$ cat config.mk
export PLATFORM = sky130hd
export DESIGN_NAME = riscv_wb_arbiter
export DESIGN_NICKNAME = d
export VERILOG_FILES = /design/src/rtl/riscv_pkg.sv /design/src/rtl/riscv_wb_fifo.sv /design/src/rtl/riscv_wb_arbiter.sv
export SDC_FILE = /design/constraint.sdc
export NUM_CORES = 1
export LEC_CHECK = 0
export CORE_MARGIN = 2
export CORE_UTILIZATION = 47
export DETAILED_ROUTE_END_ITERATION = 6
export PLACE_DENSITY = 0.77
export SLEW_MARGIN = 15
export SYNTH_ARGS = -nofsm -noshare
export SYNTH_HDL_FRONTEND = slang
export SYNTH_SLANG_ARGS = --single-unit
$ cat constraint.sdc
create_clock -name clk -period 6.8 [get_ports clk]
set_input_delay 1.36 -clock clk [delete_from_list [all_inputs] [get_ports clk]]
set_output_delay 1.36 -clock clk [all_outputs]
set_load 0.02 [all_outputs]
$ cat src/rtl/riscv_pkg.sv
// Shared widths and writeback-source encoding for the regfile write-port arbiter.
package riscv_pkg;
   localparam int XLEN     = 32;
   localparam int REG_AW   = 5;
   localparam int LQ_DEPTH = 2;

   // Which source owns the regfile write port this cycle
   typedef enum logic [1:0] {
      WB_NONE = 2'd0,
      WB_ALU  = 2'd1,
      WB_LQ   = 2'd2,
      WB_LSU  = 2'd3
   } wb_sel_e;
endpackage

$ cat src/rtl/riscv_wb_fifo.sv
// Small synchronous FIFO with valid/ready on both sides and an occupancy count.
// Used as the load queue: parks load data the write port could not take.
module riscv_wb_fifo #(
   parameter int W     = 8,
   parameter int DEPTH = 2,
   parameter int CW    = $clog2(DEPTH) + 1
) (
   input  logic          clk,
   input  logic          reset,
   input  logic          in_valid,
   output logic          in_ready,
   input  logic [W-1:0]  in_data,
   output logic          out_valid,
   input  logic          out_ready,
   output logic [W-1:0]  out_data,
   output logic [CW-1:0] count
);
   localparam int PW = $clog2(DEPTH);

   logic [W-1:0]  mem [DEPTH];
   logic [PW-1:0] wr_ptr, rd_ptr;
   logic          do_push, do_pop;

   assign in_ready  = (count != CW'(DEPTH));
   assign out_valid = (count != '0);
   assign out_data  = mem[rd_ptr];
   assign do_push   = in_valid && in_ready;
   assign do_pop    = out_valid && out_ready;

   // Pointers wrap naturally because DEPTH is a power of two
   always_ff @(posedge clk) begin
      if (reset) begin
         wr_ptr <= '0;
         rd_ptr <= '0;
         count  <= '0;
      end else begin
         if (do_push) wr_ptr <= wr_ptr + PW'(1);
         if (do_pop)  rd_ptr <= rd_ptr + PW'(1);
         count <= count + CW'(do_push) - CW'(do_pop);
      end
   end

   // Storage needs no reset; validity is tracked by count
   always_ff @(posedge clk) begin
      if (do_push) mem[wr_ptr] <= in_data;
   end
endmodule

$ cat src/rtl/riscv_wb_arbiter.sv
// Regfile write-port owner: arbitrates ALU vs load return, buffers loads that
// lose in a small queue, tracks outstanding loads per register and forwards
// the write in flight to both read ports.
module riscv_wb_arbiter
   import riscv_pkg::*;
#(
   parameter int XLEN     = riscv_pkg::XLEN,
   parameter int REG_AW   = riscv_pkg::REG_AW,
   parameter int LQ_DEPTH = riscv_pkg::LQ_DEPTH
) (
   input  logic                      clk,
   input  logic                      reset,
   input  logic                      alu_valid_i,
   input  logic [REG_AW-1:0]         alu_rd_i,
   input  logic [XLEN-1:0]           alu_data_i,
   output logic                      alu_ready_o,
   input  logic                      lsu_valid_i,
   input  logic [REG_AW-1:0]         lsu_rd_i,
   input  logic [XLEN-1:0]           lsu_data_i,
   output logic                      lsu_ready_o,
   input  logic                      ld_issue_i,
   input  logic [REG_AW-1:0]         ld_issue_rd_i,
   input  logic [REG_AW-1:0]         ra0_i,
   input  logic [REG_AW-1:0]         rb0_i,
   output logic                      ra_busy_o,
   output logic                      rb_busy_o,
   output logic                      ra_fwd_o,
   output logic                      rb_fwd_o,
   output logic [XLEN-1:0]           fwd_data_o,
   output logic                      rf_wen_o,
   output logic [REG_AW-1:0]         rf_rd_o,
   output logic [XLEN-1:0]           rf_wdata_o,
   output logic [$clog2(LQ_DEPTH):0] lq_count_o
);
   localparam int NREG = 2 ** REG_AW;

   typedef struct packed {
      logic [REG_AW-1:0] rd;
      logic [XLEN-1:0]   data;
   } lq_ent_t;

   wb_sel_e           sel;
   lq_ent_t           lq_in, lq_head;
   logic              lq_in_ready, lq_nempty, lq_full;
   logic              lq_push, lq_pop;
   logic [REG_AW-1:0] win_rd;
   logic [XLEN-1:0]   win_data;
   logic              ld_win;
   logic [NREG-1:0]   sb, sb_nxt;

   assign lq_full     = !lq_in_ready;
   assign alu_ready_o = !reset && !lq_full;
   assign lsu_ready_o = !reset && !lq_full;

   // Fixed-priority pick: a full queue must drain first, then ALU, then queued loads, then a direct load
   always_comb begin
      sel = WB_NONE;
      if (!reset) begin
         if (lq_full)          sel = WB_LQ;
         else if (alu_valid_i) sel = WB_ALU;
         else if (lq_nempty)   sel = WB_LQ;
         else if (lsu_valid_i) sel = WB_LSU;
      end
   end

   // Winning destination/data; idle cycles load zeros
   always_comb begin
      win_rd   = '0;
      win_data = '0;
      unique case (sel)
         WB_ALU:  begin win_rd = alu_rd_i;   win_data = alu_data_i;   end
         WB_LQ:   begin win_rd = lq_head.rd; win_data = lq_head.data; end
         WB_LSU:  begin win_rd = lsu_rd_i;   win_data = lsu_data_i;   end
         default: ;
      endcase
   end

   assign ld_win  = (sel == WB_LQ) || (sel == WB_LSU);
   assign lq_pop  = (sel == WB_LQ);
   assign lq_push = lsu_valid_i && lsu_ready_o && (sel != WB_LSU);
   assign lq_in   = '{rd: lsu_rd_i, data: lsu_data_i};

   riscv_wb_fifo #(
      .W     ($bits(lq_ent_t)),
      .DEPTH (LQ_DEPTH)
   ) u_lq (
      .clk       (clk),
      .reset     (reset),
      .in_valid  (lq_push),
      .in_ready  (lq_in_ready),
      .in_data   (lq_in),
      .out_valid (lq_nempty),
      .out_ready (lq_pop),
      .out_data  (lq_head),
      .count     (lq_count_o)
   );

   // WB register: winner drives the regfile port next cycle; x0 writes are swallowed
   always_ff @(posedge clk) begin
      if (reset) begin
         rf_wen_o   <= 1'b0;
         rf_rd_o    <= '0;
         rf_wdata_o <= '0;
      end else begin
         rf_wen_o   <= (sel != WB_NONE) && (win_rd != '0);
         rf_rd_o    <= win_rd;
         rf_wdata_o <= win_data;
      end
   end

   // Scoreboard update: clear on load writeback, then set on issue so a same-rd set wins
   always_comb begin
      sb_nxt = sb;
      if (ld_win) sb_nxt[win_rd] = 1'b0;
      if (ld_issue_i && ld_issue_rd_i != '0) sb_nxt[ld_issue_rd_i] = 1'b1;
      sb_nxt[0] = 1'b0;
   end

   // Scoreboard register
   always_ff @(posedge clk) begin
      if (reset) sb <= '0;
      else       sb <= sb_nxt;
   end

   assign ra_busy_o  = !reset && sb[ra0_i];
   assign rb_busy_o  = !reset && sb[rb0_i];
   assign ra_fwd_o   = !reset && rf_wen_o && (rf_rd_o == ra0_i) && (ra0_i != '0);
   assign rb_fwd_o   = !reset && rf_wen_o && (rf_rd_o == rb0_i) && (rb0_i != '0);
   assign fwd_data_o = rf_wdata_o;

   // Protocol checks on the surrounding pipeline; these cases are not handled by the logic
   a_issue_busy: assert property (@(posedge clk) disable iff (reset)
      (ld_issue_i && ld_issue_rd_i != '0) |-> (!sb[ld_issue_rd_i] || (ld_win && win_rd == ld_issue_rd_i)));
   a_alu_busy: assert property (@(posedge clk) disable iff (reset)
      (alu_valid_i && alu_ready_o && alu_rd_i != '0) |-> !sb[alu_rd_i]);
   a_lsu_unissued: assert property (@(posedge clk) disable iff (reset)
      (lsu_valid_i && lsu_rd_i != '0) |-> sb[lsu_rd_i]);
endmodule
==> results of run 1 <==
==> per-stage QoR <==
step | total power, mW | setup WS, ps | instance area [sq um]
floorplan | 1.60 | 2560 | 6710
global placement | 1.87 | 1450 | 8270
detailed placement | 1.89 | 1380 | 8270
CTS | 2.80 | 1380 | 8850
global route | 2.90 | 1270 | 8850
finish | 2.78 | 1400 | 8850
==> cell type report <==
class | instances | share of cell area, %
sequential | 148 | 41.9
inverter | 6 | 0.339
clock inverter | 15 | 1.75
tap | 180 | 2.54
multi-input combinational | 340 | 29.3
timing repair buffer | 172 | 19.4
clock buffer | 17 | 4.81
==> kinds of logic after synthesis <==
family / synth area share (%)
and+or+nand+nor: 11.0
AOI/OAI and AO/OA: 12.9
adders and majority gates: 0.373
xor gates and xnor gates: 1.57
DFF: 55.2
buffers and inverters: 6.29
muxes: 12.7
==> worst reg2reg max path, stage by stage, from the launching register on <==
cell	delay, ps
dfxtp_1	380
nor4b_1	460
nor2b_4	1000
a221o_1	690
a2111oi_4	180
a211oi_1	290
==> flip-flops by register name (all words and copies together) (netlist names), named ones only <==
register,flops
u_lq.mem,74
fwd_data_o,32
sb,31
rf_rd_o,5
u_lq.count,2
rf_wen_o,1
u_lq.rd_ptr,1
u_lq.wr_ptr,1
==> power by group through the flow <==
| stage | Sequential [mW] | Clock [mW] | Combinational (mW) |
|---|---|---|---|
| after floorplan | 1.16 | 0 | 0.439 |
| after global placement | 1.13 | 0 | 0.737 |
| after detailed placement | 1.14 | 0 | 0.748 |
| after CTS | 1.12 | 0.925 | 0.753 |
| after global routing | 1.13 | 0.965 | 0.805 |
| final | 1.12 | 0.914 | 0.750 |
==> routing by layer <==
layer	vias to the layer above	share of wire [%]
met5	-	0
met4	0	2.6
met3	34	7.0
met2	220	50
met1	2461	40
li1	2334	-
==> how the worst max path moves through the flow <==
stage                           to  cells after the start
finish                   ra_busy_o                      6
global route             ra_busy_o                      6
CTS                      ra_busy_o                      6
detailed placement       ra_busy_o                      6
global placement         rb_busy_o                      6
floorplan           u_lq.mem[0][0]                      3
==> synth_stat cells, drive strengths merged <==
cell type	count
nor2b	5
dfxtp	74
ha	2
o21ai	32
a221o	2
a21oi	4
buf	43
nor3	29
nor4b	2
a221oi	3
a211oi	39
nand2b	2
nor4	11
xor2	3
mux4	16
a22oi	32
nand3	4
nor2	74
and3	2
a2111oi	1
inv	6
o21bai	1
mux2	2
nand3b	5
and2	2
a21o	1
or3b	1
mux2i	47
edfxtp	74
or3	1
or2	1
clkbuf	21
xnor2	9
nand2	7
==> impl_metrics.tcl, run 1 <==
set metrics [dict create \
    power_density_mw_per_mm2 314 \
    max_freq_ghz 0.185 \
    drt_first_iter_violations 356 \
    path_max_fanout 9 \
    multiInputGateArea_sq_mm 0.00259 \
    die_y_um 123 \
    drt-pass1-iter-count 5 \
    reg2reg_slack_ps 3710 \
    vdd_drop_max_uv 166 \
    gp_congestion 0.910 \
    switching_share_pct 30.8 \
    fp.dieArea_sq_mm 0.0152 \
    grt_pass1_vias 5056 \
    finClkSkew_ps 7.39 \
    p_leak_nw 2.88 \
    pin_count 172 \
    yosys_warnings 0 \
    setup_viol 0 \
    grt_pass1_wl_mm 26.4 \
    placed_cells 846 \
    instances_no_fill 878 \
    critPathArrivalTime_ps 4040 \
    postCtsSetupBuffers 0 \
    area_delta_synth_final_pct 32.0 \
    synth_area_leaders "edfxtp_1, dfxtp_1, mux2i_1, mux4_2, a211oi_1" \
    finalCriticalPeriod_ps 5400 \
    final_common_cell "clkdlybuf4s50_1" \
    seq_power_share_pct 40.2 \
    wire_per_inst_um 19.7 \
    avgSynthCellArea_sq_um 12.0 \
    cp-startpoint "ra0_i[0]" \
    worst-r2r-cell-count 5 \
    clock_tree.buffer_depth 2 \
    grtUsageTotal_pct 23.3 \
    crit_chain "clkdlybuf4s50_1 -> mux4_2 -> mux4_2 -> mux2i_1 -> nor2_1 -> clkdlybuf4s50_1" \
    cts-root-buf "clkbuf_16" \
    status "finished clean" \
    grt-busiest-layer "met2" \
    wl_mm 17.3 \
    whs_path_depth 2 \
    rr_startpoint "u_lq.count[1]" \
    grt_max_degree 40 \
    cts_resized 0 \
    cts.sinks 148 \
    worst_slew_pin_slew_ps 1160 \
    p_switching_uw 856 \
    nets 781 \
    io_buffers 171 \
    fill_cells 1020 \
    min-delay-start "u_lq.mem[0][25]" \
    ys_seq_elements 148 \
    antenna_found_initial 0 \
    hpwl_mm 12.0 \
    cts_hold_buf 0 \
    core_sq_mm 0.0139 \
    r2r_end "sb[24]" \
    clk_latency_ps 420 \
    required_ps 5440 \
    min_path_type "reg2reg" \
    layout_common_cells "clkdlybuf4s50_1, nor2_1, edfxtp_1" \
    syn_inst 558 \
    met3_usage_pct 5.95 \
    mappedNetlistArea_sq_mm 0.00671 \
    ys_seq_area_share_pct 55.2 \
    ant_nets 0 \
    cts_tree "built" \
    grt_remaining_overflow 0 \
    regArea_sq_mm 0.00370 \
    start_kind "input port" \
    crit_family "buffers and inverters" \
    drive_gt1_share_pct 10.6 \
    drc 0 \
    ys_types 44 \
    die_w_um 123 \
    synth_nets 654 \
    synth_top_area_share_pct 33.1 \
    hold_viol 0 \
    rsz0062_at_grt "no" \
    numCtsBuffers 17 \
    cp.buffers_inverters 2 \
    rows 43 \
    clock_power_share_pct 32.8 \
    setup_tns_ps 0 \
    slew_viol_final 0 \
    finalCritPeriodShare_pct 79.4 \
    yosysTopAreaCell "edfxtp_1" \
    cap_violations 0 \
    vias 5049 \
    holdPathEnd "fwd_data_o[25]" \
    cp_slowest_cell "clkdlybuf4s50_1" \
    htree_num_levels 4 \
    max_slew_margin_pct 22.9 \
    p_comb_share_pct 27.0 \
    path_clk_slew_ps 60 \
    avgViaCountPerCell 5.75 \
    timing.hold.ws_ps 526 \
    setup.worst_path.class "in2out" \
    initial_core_util_pct 48.1 \
    grtUsageMet2_pct 38.9 \
    fin_util_pct 63.5 \
    antennaDiodeCount 0 \
    end_kind "output pin" \
    critPathMaxStageDelay_ps 850 \
    p_int_mw 1.93 \
    met1_usage_pct 28.7 \
]
No activity file was read; power rests on OpenSTA's default activity.
==> inputs of run 2 (changes only) <==
--- a/config.mk
+++ b/config.mk
@@ -6,9 +6,9 @@
 export NUM_CORES = 1
 export LEC_CHECK = 0
 export CORE_MARGIN = 2
-export CORE_UTILIZATION = 47
+export CORE_UTILIZATION = 44
 export DETAILED_ROUTE_END_ITERATION = 6
-export PLACE_DENSITY = 0.77
+export PLACE_DENSITY = 0.76
 export SLEW_MARGIN = 15
 export SYNTH_ARGS = -nofsm -noshare
 export SYNTH_HDL_FRONTEND = slang
==> constraint.sdc (replaced) <==
create_clock -name clk -period 4.6 [get_ports clk]
set_input_delay 0.92 -clock clk [delete_from_list [all_inputs] [get_ports clk]]
set_output_delay 0.92 -clock clk [all_outputs]
set_load 0.02 [all_outputs]
==> run 2 against run 1 <==
Effect of this change: die area up 6.6%; non-clock buffer count increased by 9; worst hold slack worse by 8.3 ps; critical path type unchanged; clock power grew 42%; largest cell class unchanged; routed wire length increased by 1.2%; final area up 0.68%; first-iteration DRC count is 44% higher; critical endpoint is now rb_busy_o; via count is 1.7% higher; final cell count up 1.9%; sequential power is 45% higher; largest power group unchanged; sequential cell count did not move; global-route usage decreased by 1.3 points.
==> impl_metrics.tcl, run 2 (synthesized netlist as in run 1, its figures left out) <==
set metrics [dict create \
    timing.hold.ws_ps 517 \
    cts_hold_buf 0 \
    gp_congestion 0.940 \
    grt_remaining_overflow 0 \
    wl_mm 17.5 \
    drive_gt1_share_pct 11.3 \
    drc 0 \
    cap_violations 0 \
    clk_latency_ps 420 \
    critPathMaxStageDelay_ps 640 \
    r2r_end "sb[17]" \
    antenna_found_initial 0 \
    placed_cells 863 \
    drt_first_iter_violations 511 \
    min-delay-start "sb[26]" \
    initial_core_util_pct 44.6 \
    status "finished clean" \
    cp.buffers_inverters 2 \
    regMostFlops "u_lq.mem" \
    grtUsageTotal_pct 22.0 \
    setup_viol 0 \
    finalCriticalPeriod_ps 4420 \
    path_clk_slew_ps 60 \
    rsz0062_at_grt "no" \
    crit_family "multiplexers" \
    end_kind "output pin" \
    cts.sinks 148 \
    clock_tree.buffer_depth 2 \
    instances_no_fill 895 \
    met3_usage_pct 4.61 \
    setup.worst_path.class "in2out" \
    finalCritPeriodShare_pct 96.0 \
    p_leak_nw 2.94 \
    required_ps 3680 \
    vias 5134 \
    grt-busiest-layer "met2" \
    numCtsBuffers 17 \
    cts_resized 0 \
    grt_max_degree 38 \
    grtUsageMet2_pct 38.6 \
    path_max_fanout 5 \
    finalInstanceArea_sq_mm 0.00891 \
    fin_total_pwr_mw 4.08 \
    whs_path_depth 2 \
    largest_register_ff_count 74 \
    avgViaCountPerCell 5.74 \
    pin_count 172 \
    drt-pass1-iter-count 5 \
    layout_common_cells "clkdlybuf4s50_1, nor2_1, edfxtp_1" \
    hpwl_mm 12.2 \
    vdd_drop_max_uv 298 \
    holdPathEnd "sb[26]" \
    cts_tree "built" \
    finClkSkew_ps 13.6 \
    worst_slew_pin_slew_ps 944 \
    slew_viol_final 0 \
    htree_num_levels 4 \
    antennaDiodeCount 0 \
    grt_pass1_vias 5160 \
    fp.dieArea_sq_mm 0.0162 \
    io_buffers 171 \
    rows 45 \
    die_w_um 127 \
    reg2reg_slack_ps 1650 \
    core_sq_mm 0.0150 \
    wire_per_inst_um 19.6 \
    die_y_um 127 \
    area_delta_synth_final_pct 32.8 \
    max_slew_margin_pct 37.1 \
    min_path_type "reg2reg" \
    power_density_mw_per_mm2 458 \
    nets 790 \
    hold_viol 0 \
    final_common_cell "clkdlybuf4s50_1" \
    cp-startpoint "rb0_i[0]" \
    worst-r2r-cell-count 6 \
    critPathArrivalTime_ps 3500 \
    max_freq_ghz 0.226 \
    setup_tns_ps 0 \
    grt_pass1_wl_mm 27.4 \
    start_kind "input port" \
    crit_chain "clkdlybuf4s50_1 -> mux4_2 -> mux4_2 -> mux2i_1 -> nor2_1 -> clkdlybuf4s50_1" \
    ant_nets 0 \
    cp_slowest_cell "clkdlybuf4s50_1" \
    postCtsSetupBuffers 0 \
    crit_cells 6 \
    cts-root-buf "clkbuf_16" \
    post_dp_cell_area_sq_mm 0.00835 \
    met1_usage_pct 25.9 \
]
-- run 2: changes by cell type in the layout (fill, tap and decap cells not counted), sizes merged --
| cell | previous run | this run |
|---|---|---|
| buf | 1 | 10 |
| bufinv | 2 | 1 |
| clkbuf | 17 | 22 |
| clkinv | 6 | 8 |
| clkinvlp | 4 | 0 |
| inv | 9 | 7 |
-- run 2: area by class of cell --
type                            count  area (sq um)
Fill cell                        1186          6120
Sequential cell                   148          3700
Clock inverter                     10          78.8
Inverter                            6          30.0
Clock buffer                       22           484
Multi-Input combinational cell    340          2590
Tap cell                          188           235
Timing Repair Buffer              181          1790
-- run 2: per-layer routing --
metal	routed length (um)	share of wire, %	vias to the layer above
li1	-	-	2344
met1	6880	39	2482
met2	9000	51	280
met3	1310	7.5	28
met4	318	1.8	0
met5	0	0	-
-- run 2: stage by stage --
stage	util (%)	setup slack (ps)
2_1_floorplan	-	797
3_3_place_gp	55.5	293
3_5_place_dp	55.5	201
4_1_cts	59.3	190
5_1_grt	59.3	95.1
6_report	59.3	185
-- run 2: worst max-delay path by stage --
stage,to,slack [ps]
2_1_floorplan,u_lq.mem[0][0],800
3_3_place_gp,ra_busy_o,290
3_5_place_dp,rb_busy_o,200
4_1_cts,rb_busy_o,190
5_1_grt,ra_busy_o,100
6_report,rb_busy_o,180
-- run 2: tightest hold or removal path, cell delays in order (launching register included) --
cell and delay (ps):
dfxtp_1 320, nor2_1 100, a211oi_1 50
-- run 2: where the power goes --
group / total, mW / internal [mW] / leakage (nW) / switching [mW]
registers: 1.62 / 1.53 / 1.28 / 0.0931
logic: 1.16 / 0.525 / 1.37 / 0.630
clock network: 1.30 / 0.793 / 0.280 / 0.510
